**config.mk**
```make
export PLATFORM = sky130hd
export DESIGN_NAME = uart_echo_bridge
export DESIGN_NICKNAME = d
export VERILOG_FILES = /design/src/rtl/uart_echo_pkg.sv /design/src/rtl/uart_echo_bridge_byte_fifo.sv /design/src/rtl/uart_echo_bridge.sv
export SDC_FILE = /design/constraint.sdc
export NUM_CORES = 1
export LEC_CHECK = 0
export ABC_CLOCK_PERIOD_IN_PS = 7100
export CAP_MARGIN = 40
export CORE_ASPECT_RATIO = 0.75
export CORE_MARGIN = 2
export CORE_UTILIZATION = 39
export DETAILED_ROUTE_END_ITERATION = 16
export HOLD_SLACK_MARGIN = 0.08
export SLEW_MARGIN = 15
export SYNTH_ARGS = -nofsm -noshare
export SYNTH_HDL_FRONTEND = slang
export SYNTH_HIERARCHICAL = 1
export SYNTH_SLANG_ARGS = --single-unit
```
**constraint.sdc**
```tcl
create_clock -name clk -period 7.1 [get_ports clk]
set_clock_uncertainty 0.2 [all_clocks]
set_input_delay 0.71 -clock clk [delete_from_list [all_inputs] [get_ports clk]]
set_output_delay 0.71 -clock clk [all_outputs]
set_load 0.01 [all_outputs]
```
**src/rtl/uart_echo_pkg.sv**
```systemverilog
// uart_echo_pkg
// Shared types and constants for the UART echo bridge.
//   tx_state_t     : transmit handshake FSM states
//   DEFAULT_DEPTH  : default FIFO depth (entries)
//   DROP_CNT_W     : width of the optional dropped-byte counter
//   sat_inc_drop   : saturating increment for the dropped-byte counter
package uart_echo_pkg;

    typedef enum logic [1:0] {
        IDLE      = 2'd0,
        REQ       = 2'd1,
        WAIT_BUSY = 2'd2,
        WAIT_DONE = 2'd3
    } tx_state_t;

    localparam int DEFAULT_DEPTH = 16;
    localparam int DROP_CNT_W    = 16;

    // Increment that sticks at all-ones instead of wrapping back to zero.
    function automatic logic [DROP_CNT_W-1:0] sat_inc_drop(input logic [DROP_CNT_W-1:0] value);
        logic [DROP_CNT_W-1:0] result;
        if (value == {DROP_CNT_W{1'b1}}) begin
            result = value;
        end else begin
            result = value + {{(DROP_CNT_W-1){1'b0}}, 1'b1};
        end
        return result;
    endfunction

endpackage

```
**src/rtl/uart_echo_bridge_byte_fifo.sv**
```systemverilog
// byte_fifo
// Synchronous byte FIFO with wrap-bit pointers. Pushes into a full FIFO and
// pops from an empty FIFO are ignored. dout always shows the head entry.
// level, full and empty are registered, computed from the next pointers so
// they describe the state after each edge.
// Parameters:
//   DEPTH  : number of entries, power of two, 2..256
//   ADDR_W : derived pointer index width, $clog2(DEPTH)
// Ports:
//   clk, reset   : clock, asynchronous active-high reset
//   push, din    : write request and data
//   pop          : remove head entry
//   dout         : head entry
//   level        : occupancy 0..DEPTH
//   full, empty  : occupancy flags
module byte_fifo
    import uart_echo_pkg::*;
#(
    parameter  int DEPTH  = DEFAULT_DEPTH,
    localparam int ADDR_W = $clog2(DEPTH)
) (
    input  logic            clk,
    input  logic            reset,
    input  logic            push,
    input  logic            pop,
    input  logic [7:0]      din,
    output logic [7:0]      dout,
    output logic [ADDR_W:0] level,
    output logic            full,
    output logic            empty
);

    localparam logic [ADDR_W:0] PTR_INC = {{ADDR_W{1'b0}}, 1'b1};

    logic [7:0]      mem_r [DEPTH];
    logic [ADDR_W:0] wr_ptr_r;
    logic [ADDR_W:0] rd_ptr_r;
    logic [ADDR_W:0] level_r;
    logic            full_r;
    logic            empty_r;

    logic            do_push_s;
    logic            do_pop_s;
    logic [ADDR_W:0] wr_ptr_s;
    logic [ADDR_W:0] rd_ptr_s;

    // Qualify requests against registered flags and compute next pointers.
    always_comb begin
        do_push_s = push && !full_r;
        do_pop_s  = pop && !empty_r;
        if (do_push_s) begin
            wr_ptr_s = wr_ptr_r + PTR_INC;
        end else begin
            wr_ptr_s = wr_ptr_r;
        end
        if (do_pop_s) begin
            rd_ptr_s = rd_ptr_r + PTR_INC;
        end else begin
            rd_ptr_s = rd_ptr_r;
        end
    end

    // Pointer and status registers; status derived from the next pointers.
    always_ff @(posedge clk or posedge reset) begin
        if (reset) begin
            wr_ptr_r <= {(ADDR_W+1){1'b0}};
            rd_ptr_r <= {(ADDR_W+1){1'b0}};
            level_r  <= {(ADDR_W+1){1'b0}};
            full_r   <= 1'b0;
            empty_r  <= 1'b1;
        end else begin
            wr_ptr_r <= wr_ptr_s;
            rd_ptr_r <= rd_ptr_s;
            level_r  <= wr_ptr_s - rd_ptr_s;
            // Same slot index but different lap bit means the writer is a full lap ahead.
            full_r   <= (wr_ptr_s[ADDR_W-1:0] == rd_ptr_s[ADDR_W-1:0]) &&
                        (wr_ptr_s[ADDR_W] != rd_ptr_s[ADDR_W]);
            empty_r  <= (wr_ptr_s == rd_ptr_s);
        end
    end

    // Storage array; not reset, contents are only meaningful below the level.
    always_ff @(posedge clk) begin
        if (do_push_s) begin
            mem_r[wr_ptr_r[ADDR_W-1:0]] <= din;
        end
    end

    assign dout  = mem_r[rd_ptr_r[ADDR_W-1:0]];
    assign level = level_r;
    assign full  = full_r;
    assign empty = empty_r;

endmodule

```
**src/rtl/uart_echo_bridge.sv**
```systemverilog
// uart_echo_bridge
// Echo datapath on the host side of the uart block: received bytes are
// queued in a byte_fifo and sent back, in order, through the uart transmit
// handshake. Bytes arriving while the FIFO is full are dropped and flagged.
// Optional feature macro: UART_ECHO_STATS_EN adds the drop_count port and a
// saturating 16-bit dropped-byte counter.
// Ports:
//   clk, reset        : system clock, asynchronous active-high reset
//   rx_ready, rx_byte : one-cycle received-byte strobe and data
//   tx_busy           : uart transmitter busy
//   tx_req, tx_byte   : one-cycle send request and byte (held through the frame)
//   fifo_level        : FIFO occupancy 0..DEPTH
//   fifo_empty        : FIFO empty flag
//   fifo_full         : FIFO full flag
//   overflow          : sticky, set on the first dropped byte
//   drop_count        : dropped-byte count (UART_ECHO_STATS_EN only)
module uart_echo_bridge
    import uart_echo_pkg::*;
#(
    parameter  int DEPTH  = DEFAULT_DEPTH,
    localparam int ADDR_W = $clog2(DEPTH)
) (
    input  logic                  clk,
    input  logic                  reset,
    input  logic                  rx_ready,
    input  logic [7:0]            rx_byte,
    input  logic                  tx_busy,
    output logic                  tx_req,
    output logic [7:0]            tx_byte,
    output logic [ADDR_W:0]       fifo_level,
    output logic                  fifo_empty,
    output logic                  fifo_full,
`ifdef UART_ECHO_STATS_EN
    output logic                  overflow,
    output logic [DROP_CNT_W-1:0] drop_count
`else
    output logic                  overflow
`endif
);

    tx_state_t  state_r;
    tx_state_t  state_s;
    logic       tx_req_r;
    logic       tx_req_s;
    logic [7:0] tx_byte_r;
    logic [7:0] tx_byte_s;
    logic       pop_s;
    logic       drop_s;
    logic       overflow_r;
    logic [7:0] head_s;

    byte_fifo #(
        .DEPTH (DEPTH)
    ) u_fifo (
        .clk   (clk),
        .reset (reset),
        .push  (rx_ready),
        .pop   (pop_s),
        .din   (rx_byte),
        .dout  (head_s),
        .level (fifo_level),
        .full  (fifo_full),
        .empty (fifo_empty)
    );

    // Fullness is the registered flag, so a same-cycle pop never rescues a byte.
    assign drop_s = rx_ready && fifo_full;

    // TX FSM next state, pop strobe and next request/byte values.
    always_comb begin
        state_s   = state_r;
        tx_req_s  = 1'b0;
        tx_byte_s = tx_byte_r;
        pop_s     = 1'b0;
        case (state_r)
            IDLE: begin
                // tx_busy guard keeps a request from ever overlapping a frame.
                if (!fifo_empty && !tx_busy) begin
                    tx_byte_s = head_s;
                    pop_s     = 1'b1;
                    tx_req_s  = 1'b1;
                    state_s   = REQ;
                end else begin
                    state_s   = IDLE;
                end
            end
            REQ: begin
                state_s = WAIT_BUSY;
            end
            WAIT_BUSY: begin
                // uart raises tx_busy one cycle after sampling the request.
                if (tx_busy) begin
                    state_s = WAIT_DONE;
                end else begin
                    state_s = WAIT_BUSY;
                end
            end
            WAIT_DONE: begin
                if (!tx_busy) begin
                    state_s = IDLE;
                end else begin
                    state_s = WAIT_DONE;
                end
            end
            default: begin
                state_s = IDLE;
            end
        endcase
    end

    // TX FSM state and registered handshake outputs.
    always_ff @(posedge clk or posedge reset) begin
        if (reset) begin
            state_r   <= IDLE;
            tx_req_r  <= 1'b0;
            tx_byte_r <= 8'h00;
        end else begin
            state_r   <= state_s;
            tx_req_r  <= tx_req_s;
            tx_byte_r <= tx_byte_s;
        end
    end

    // Sticky overflow flag, cleared only by reset.
    always_ff @(posedge clk or posedge reset) begin
        if (reset) begin
            overflow_r <= 1'b0;
        end else if (drop_s) begin
            overflow_r <= 1'b1;
        end else begin
            overflow_r <= overflow_r;
        end
    end

`ifdef UART_ECHO_STATS_EN
    logic [DROP_CNT_W-1:0] drop_count_r;

    // Saturating count of dropped bytes.
    always_ff @(posedge clk or posedge reset) begin
        if (reset) begin
            drop_count_r <= {DROP_CNT_W{1'b0}};
        end else if (drop_s) begin
            drop_count_r <= sat_inc_drop(drop_count_r);
        end else begin
            drop_count_r <= drop_count_r;
        end
    end

    assign drop_count = drop_count_r;
`endif

    assign tx_req   = tx_req_r;
    assign tx_byte  = tx_byte_r;
    assign overflow = overflow_r;

endmodule

```
# == Yosys cells after proc, flatten, opt, wreduce, memory -nomap -nowiden ==
# Memories as Yosys holds them, arrays and structs flattened. A register that Yosys moved wholly into a read port is not among the register bits.
# Index checks and enable logic that the tools add are counted.
# op_classes
n_mux,10
eq_ne,6
addsub,3
n_reduce_logical,10
# op_table
cell,n
"5-bit by 1-bit adder with 5-bit output, second input constant",2
5-bit 2-to-1 mux,2
2-bit one-hot mux with 4 select lines,1
1-bit 2-to-1 mux,6
5-bit == test,1
1-bit logical AND,5
5-bit subtractor,1
"2-bit == test, second input constant",2
4-bit == test,1
1-bit zero test,3
"2-bit by 1-bit == test with 1-bit output, second input constant",1
2-bit zero test,1
2-bit 2-to-1 mux,1
2-bit AND reduction,1
1-bit != test,1
# word_totals
input_bits,12
ramBits,128
register_bits,21
out_inout_bits,17
mem_count,1
# memory_table
name,words,width,read_ports,rd_clocked_by_memory_dff,write_ports,line,text
u_fifo.mem_r,16,8,1,1,1,uart_echo_bridge_byte_fifo.sv:35,logic [7:0] mem_r [DEPTH];

# == Logic depth before layout (Yosys ltp) ==
# Gate-level depths: netlist (run 1).
# logic_depth
depth_word,8
mapped_depth,9
depth_no_buf,8

# == Cells and area by module ==
# The synthesis (run 1) kept the hierarchy.
# by_module_without_submodules
mod,cells_each,seq_area_each_um2,instances,area_each_um2
byte_fifo,313,4270.3,1,6037.0
uart_echo_bridge,27,300.3,1,449.2

# == Worst setup path before layout (run 1) ==
# OpenSTA, ideal clock, no wires.
# synth_timing
kind,input -> register
start,in tx_busy
end,"reg u_fifo.level_r[4], in the netlist u_fifo/level[4]"
setup_time_ns,0.079
path_buffers,0
arrival_ns,2.909
cell_stages,7
required_time_ns,6.821
slack_ns,3.912
path_cell_list,nor4_4 -> nor2b_1 -> mux2_2 -> fa_1 -> nor2b_1 -> a211oi_1 -> a2bb2oi_1
# synth_via
elab_chain_len,7
# synth_rtl
element,line,text
start: declaration,uart_echo_bridge.sv:27,"input logic tx_busy,"
1-bit zero test,--,
1-bit logical AND,uart_echo_bridge.sv:78,if (!fifo_empty && !tx_busy) begin
1-bit 2-to-1 mux,uart_echo_bridge.sv:78,
1-bit 2-to-1 mux,uart_echo_bridge.sv:75,case (state_r)
1-bit logical AND,uart_echo_bridge_byte_fifo.sv:50,do_pop_s = pop && !empty_r;
5-bit 2-to-1 mux,uart_echo_bridge_byte_fifo.sv:56,if (do_pop_s) begin
named net u_fifo.rd_ptr_s[1],uart_echo_bridge_byte_fifo.sv:45,logic [ADDR_W:0] rd_ptr_s;
5-bit subtractor,uart_echo_bridge_byte_fifo.sv:74,level_r <= wr_ptr_s - rd_ptr_s;
end signal: assignment,uart_echo_bridge_byte_fifo.sv:68,level_r <= {(ADDR_W+1){1'b0}};
end signal: assignment,uart_echo_bridge_byte_fifo.sv:74,
end: declaration,uart_echo_bridge_byte_fifo.sv:38,logic [ADDR_W:0] level_r;
# The timed path passes the listed nets, and every way through them passes these cells.
# A chain may end at the register's enable or synchronous reset.

# == Worst setup path in the final report (run 1) ==
# layout_timing
start,in tx_busy
end,"reg u_fifo.level_r[4], in the netlist u_fifo/level[4]"
# layout_via
elab_chain_len,7
# layout_rtl
element,line,text
1-bit zero test,--,
1-bit logical AND,uart_echo_bridge.sv:78,
1-bit 2-to-1 mux,uart_echo_bridge.sv:78,
1-bit 2-to-1 mux,uart_echo_bridge.sv:75,
named net pop_s,uart_echo_bridge.sv:47,logic pop_s;
1-bit logical AND,uart_echo_bridge_byte_fifo.sv:50,
5-bit 2-to-1 mux,uart_echo_bridge_byte_fifo.sv:56,
named net u_fifo.rd_ptr_s[1],uart_echo_bridge_byte_fifo.sv:45,
5-bit subtractor,uart_echo_bridge_byte_fifo.sv:74,
# The timed path passes the listed nets, and every way through them passes these cells.

==> reports/results.ini, run 1 <==
[power_and_ir_drop]
p_switching_uw = 979.1
combPwrFrac_pct = 33.5
clock_power_share_pct = 28.3
p_int_uw = 2238
p_leak_uw = 0.002644
vdd_drop_max_mv = 0.1861
seq_power_share_pct = 38.2
power_density_nw_per_um2 = 423.5
power.switching_fraction_pct = 30.43

[yosys]
synth_cells = 340
syn_area_um2 = 6486
yosysSeqAreaShare_pct = 70.47
synth.top_cell.area_share_pct = 59.26
synth-edff-count = 128
synthTopCellsByArea = edfxtp_1, mux4_2, dfrtp_1
ys_ff_latch = 157
synth_cell_type_count = 54
synthArstFlopShare_pct = 18.47
ys_warn_count = 6
synth_top_area_cell = edfxtp_1
synthFlopType = edfxtp_1
synth_nets = 361
syn_area_per_cell_um2 = 19.08

[clock_tree]
htree_levels = 4
cts_tree = yes
cts_setup_buffers = 0
cts_made_buffers = 17
clkSinkCount = 157
postCtsHoldBufs = 0
clk_pin_slew_ns = 0.06
worstSkewPairLatency_ns = 0.42
cts-root-buf = clkbuf_16
cts_max_path_buffers = 2
ctsResizeCount = 0

[global_routing]
grt_max_degree = 36
grt_pass1_vias = 3244
grt_pass1_wl_um = 19500
grt_use_total_pct = 15.61
antenna_found_initial = 1
grt.overflow.total = 0

[critical_path]
r2r_slack_ns = 4.20
crit_fanout = 3
end_kind = flop
r2r-start = u_fifo/rd_ptr_r[0]
crit_type = primary input to flop
reg2reg_depth = 7
slowest_delay_ns = 0.48
crit_top_cell = nor2b_1
cp.arrival_ns = 3.22
required_ns = 7.23
slowest_stage = clkdlybuf4s50_1
crit_chain = clkdlybuf4s50_1 -> nor4_4 -> nor2b_1 -> mux2_2 -> fa_1 -> nor2b_1 -> a211oi_1 -> a2bb2oi_1
cp-start-kind = primary input
rr_endpoint = u_fifo/level[4]

[routing]
drt_iter0_drc = 237
first_pass_iters = 4
postRouteAntennaNets = 0
via_per_inst = 5.216
drcViolationCount = 0
drt_wl_total_um = 12800
num_vias = 3145
wire_per_inst_um = 21.23

[floorplanning]
die_h_um = 115.7
die_area_um2 = 17690
rows = 40
start_util_pct = 40.12
core_um2 = 16170
num_io_pins = 29
die_w_um = 152.9

[final_layout]
layout.nets = 401
area_delta_synth_final_pct = 17.11
final_layout_size_suffix_gt1_share_pct = 24.94
fillers = 1349
final_common_cell = edfxtp_1
diodes = 0
layout_common_cells = edfxtp_1, mux4_2, clkdlybuf4s50_1

[sta]
finalSetupViolations = 0
fin_crit_sh_pct = 43.45
worst_pin_slew_ns = 0.8009
relSlewSlack_pct = 46.16
fin_crit_ns = 3.085
finalHoldViolCount = 0
fmax_ghz = 0.3241
fin_worst_hold_slack_ns = 0.2659
slew_viol_final = 0
rsz0062_at_grt = false
fin_tns_setup_ns = 0

[placed_design]
detailed_place_hpwl_um = 8199
place.gp.congestion = 0.7897
io_buffers = 28

[min_path]
hold_path_end = overflow
hp-class = flop to flop
hp-start = overflow
holdPathStages = 1

[outcome]
status = completed

[run]
max-cap-violations = 0

[worst max-delay path, delay by kind of cell]
family	cells	cell delay, ns
AND/OR/NAND/NOR	3	0.71
AO/OA/AOI/OAI	2	0.42
buffers and inverters	1	0.48
multiplexers	1	0.41
adder cells (fa/ha/maj)	1	0.48
[final cells by class]
type                       instances  area, um^2  area share (%)
tap                              210       262.8           3.459
clock buffer                      24       481.7           6.342
inverter                          16       60.06          0.7906
sequential                       157        4572           60.19
clock inverter                     8       115.1           1.515
timing repair buffer              34       322.8           4.250
multi-input combinational        154        1782           23.46
[cell usage after synthesis (4+ instances only)]
| cell type | instances |
|---|---|
| and2_1 | 14 |
| mux4_2 | 32 |
| mux2_2 | 10 |
| edfxtp_1 | 128 |
| inv_1 | 16 |
| nand2_1 | 4 |
| a21oi_1 | 9 |
| mux2i_1 | 8 |
| nor2b_1 | 11 |
| dfrtp_1 | 28 |
| ha_1 | 8 |
| clkbuf_1 | 5 |
| buf_2 | 4 |
| a211oi_1 | 10 |
| xor2_1 | 4 |
[flip-flops by register name (all words and copies together) (netlist names)]
| register | cells |
|---|---|
| tx_byte | 8 |
| state_r | 2 |
| tx_req | 1 |
| overflow | 1 |
| u_fifo/level | 5 |
| u_fifo/wr_ptr_r | 5 |
| u_fifo/full | 1 |
| u_fifo/mem_r | 128 |
| u_fifo/empty | 1 |
| u_fifo/rd_ptr_r | 5 |
[stage by stage]
stage,utilization (%),worst slack (ns),area (um^2),instances,total power (uW)
6_report,46.99,4.015,7596,603,3217
5_1_grt,46.99,3.899,7596,603,3387
4_1_cts,46.99,4.021,7596,603,3266
3_5_place_dp,43.30,3.575,6999,571,2346
3_3_place_gp,43.27,3.695,6994,570,2325
2_1_floorplan,-,3.912,6486,340,2001
[cells by family (layout without fill, tap and decap cells)]
logic type	Yosys count	in the layout	share of synthesized area (%)
AOI/OAI and AO/OA	31	31	3.607
xor gates and xnor gates	9	9	1.447
adders and majority gates	9	9	1.852
buffers and inverters	29	82	2.161
DFF	157	157	70.47
muxes	50	50	14.08
and+or+nand+nor	55	55	6.385
[worst max path at each step]
stage                       start         endpoint  slack, ns  cells past startpoint
after CTS                 tx_busy  u_fifo/level[4]       4.02                      8
after detailed placement  tx_busy  u_fifo/level[4]       3.58                      8
after global routing      tx_busy  u_fifo/level[4]       3.90                      8
final                     tx_busy  u_fifo/level[4]       4.01                      8
after global placement    tx_busy  u_fifo/level[4]       3.70                      8
after floorplan           tx_busy  u_fifo/level[4]       3.91                      7
[power groups by stage]
stage	combinational [uW]	sequential, uW	clock, uW
after CTS	1100	1230	929
after global routing	1180	1240	966
after detailed placement	1100	1250	0
after floorplan	759	1240	0
after global placement	1080	1240	0
final	1080	1230	911
[routing by layer]
metal | part of all wire (%) | track usage (%) | up-vias
met5 | 0 | 0 | -
met4 | 1.4 | 5.864 | 0
met3 | 6.6 | 4.600 | 14
met2 | 48 | 24.96 | 65
met1 | 44 | 20.58 | 1652
li1 | - | - | 1414
(Power assumes the default switching activity.)
==> inputs of run 2 (changes only) <==
--- a/config.mk
+++ b/config.mk
@@ -5,7 +5,7 @@
 export SDC_FILE = /design/constraint.sdc
 export NUM_CORES = 1
 export LEC_CHECK = 0
-export ABC_CLOCK_PERIOD_IN_PS = 7100
+export ABC_CLOCK_PERIOD_IN_PS = 2700
 export CAP_MARGIN = 40
 export CORE_ASPECT_RATIO = 0.75
 export CORE_MARGIN = 2
==> constraint.sdc (replaced) <==
create_clock -name clk -period 2.7 [get_ports clk]
set_clock_uncertainty 0.2 [all_clocks]
set_input_delay 0.27 -clock clk [delete_from_list [all_inputs] [get_ports clk]]
set_output_delay 0.27 -clock clk [all_outputs]
set_load 0.01 [all_outputs]
==> run 2 against run 1 <==
Compared with the run above:
- sequential share of layout area down 1.0 points
- flip-flop and latch count stayed put
- final area rose by 1.8%
- hold slack improved by 0.025 ns
- routed wire length is 2.5% higher
- cell count rose by 1.8%
- clock power rose to 2.6 times the previous value
- combinational power rose to 2.9 times the previous value
- critical path depth shrank 1
- via count is 3.7% higher
==> reports/results.ini, run 2 (synthesis results as in run 1) <==
[sta]
fmax_ghz = 0.4050
relSlewSlack_pct = 53.39
worst_pin_slew_ns = 0.6970
rsz0062_at_grt = false
slew_viol_final = 0
fin_crit_sh_pct = 91.46
finalSetupViolations = 0
finalHoldViolCount = 0
fin_crit_ns = 2.469

[floorplanning]
rows = 40
die_area_um2 = 17690
die_w_um = 152.9
die_h_um = 115.7
num_io_pins = 29
core_um2 = 16170
start_util_pct = 40.12

[critical_path]
critPathLaunch = u_fifo/empty
slowest_delay_ns = 0.41
critical-path-top-delay-family = simple AND/OR/NAND/NOR gates
required_ns = 2.84
cp.arrival_ns = 2.61
end_kind = flop
crit_fanout = 5
crit_chain = nor4_4 -> nor2b_4 -> mux2_4 -> fa_2 -> nor2b_1 -> a211oi_1 -> a2bb2oi_1
cp-start-kind = flop
r2r-start = u_fifo/empty
slowest_stage = dfstp_2
critPathBufInv = 0
crit_type = flop to flop

[final_layout]
area_delta_synth_final_pct = 19.17
final_layout_size_suffix_gt1_share_pct = 27.97
layout_common_cells = edfxtp_1, mux4_2, clkdlybuf4s50_1
final_common_cell = edfxtp_1
largest_reg_flops = 128
fin_util_pct = 47.82
layout.nets = 412
diodes = 0
finalNonFillerCells = 614
fillers = 1359

[power_and_ir_drop]
p_switching_uw = 2771
clock_power_share_pct = 27.4
p_leak_uw = 0.002691
p_int_uw = 5924
vdd_drop_max_mv = 0.4563
seq_power_share_pct = 37.1
combPwrFrac_pct = 35.5
power_density_nw_per_um2 = 1125
power.switching_fraction_pct = 31.87

[clock_tree]
cts_made_buffers = 17
htree_levels = 4
clkSinkCount = 157
clk_pin_slew_ns = 0.06
cts_tree = yes
cts_max_path_buffers = 2
cts-root-buf = clkbuf_16
cts_setup_buffers = 0
worstSkewPairLatency_ns = 0.43

[routing]
first_pass_iters = 5
wire_per_inst_um = 21.37
postRouteAntennaNets = 0
drt_iter0_drc = 276
via_per_inst = 5.313
drt_wl_total_um = 13120
num_vias = 3262
drcViolationCount = 0

[global_routing]
grt_use_total_pct = 16.02
grt_pass1_wl_um = 20230
grt_max_degree = 28
grt.overflow.total = 0
antenna_found_initial = 1
grt_pass1_vias = 3273

[placed_design]
place.gp.congestion = 0.8479
dpl.cell_count = 581
detailed_place_hpwl_um = 8620
io_buffers = 28

[min_path]
hp-class = flop to flop
hp-start = overflow

[run]
max-cap-violations = 0

[outcome]
status = completed

==> run 2: metal layers <==
layer	GRT usage, %	part of all wire (%)	vias to the layer above
li1	-	-	1440
met1	24.67	49	1704
met2	22.87	44	104
met3	3.029	6.1	14
met4	5.741	1.2	0
met5	0	0	-
==> run 2: path summary, 6_finish.rpt <==
kind                            slack (ns)            endpoint  cells after the start
max in group asynchronous             1.19  u_fifo/rd_ptr_r[0]                      3
worst max register to register        0.23     u_fifo/level[4]                      7
worst min register to register        0.29            overflow                      1
worst min-delay path                  0.29            overflow                      1
worst max-delay path                  0.23     u_fifo/level[4]                      7
min in group asynchronous             0.54            overflow                      3
==> run 2: power by group through the flow <==
| stage | Sequential, uW | Clock [uW] | Combinational (uW) |
|---|---|---|---|
| finish | 3220 | 2390 | 3090 |
| global route | 3260 | 2540 | 3350 |
| CTS | 3220 | 2430 | 3130 |
| detailed placement | 3280 | 0 | 3100 |
| global placement | 3260 | 0 | 3080 |
| floorplan | 3270 | 0 | 2010 |
==> run 2: cell type report <==
cell class,count,area [um^2],share of cell area [%]
flip-flops and latches,157,4572,59.15
multi-input cells,154,1789,23.15
repair buffers,45,447.9,5.795
clock buffers,18,439.2,5.681
well taps,210,262.8,3.399
clock inverters,14,158.9,2.056
inverters,16,60.06,0.7770
==> run 2: what timing repair did <==
| item | 4_1_cts | 5_1_grt |
|---|---|---|
| resized for setup | 0 | 0 |
| endpoints found under the hold margin | 12 | 0 |
| hold buffers | 1 | 0 |
==> run 2: metrics by stage <==
stage	setup WS, ns	power (uW)	hold WS (ns)	instance area, um^2	TNS [ns]
after floorplan	-0.01955	5278	-0.06530	6500	-0.01955
after global placement	-0.06605	6335	0.2432	7122	-0.09334
after detailed placement	-0.1455	6376	0.2851	7122	-0.2673
after CTS	0.2197	8786	0.2966	7730	0
after global routing	0.1229	9150	0.3054	7730	0
final	0.2306	8695	0.2908	7730	0
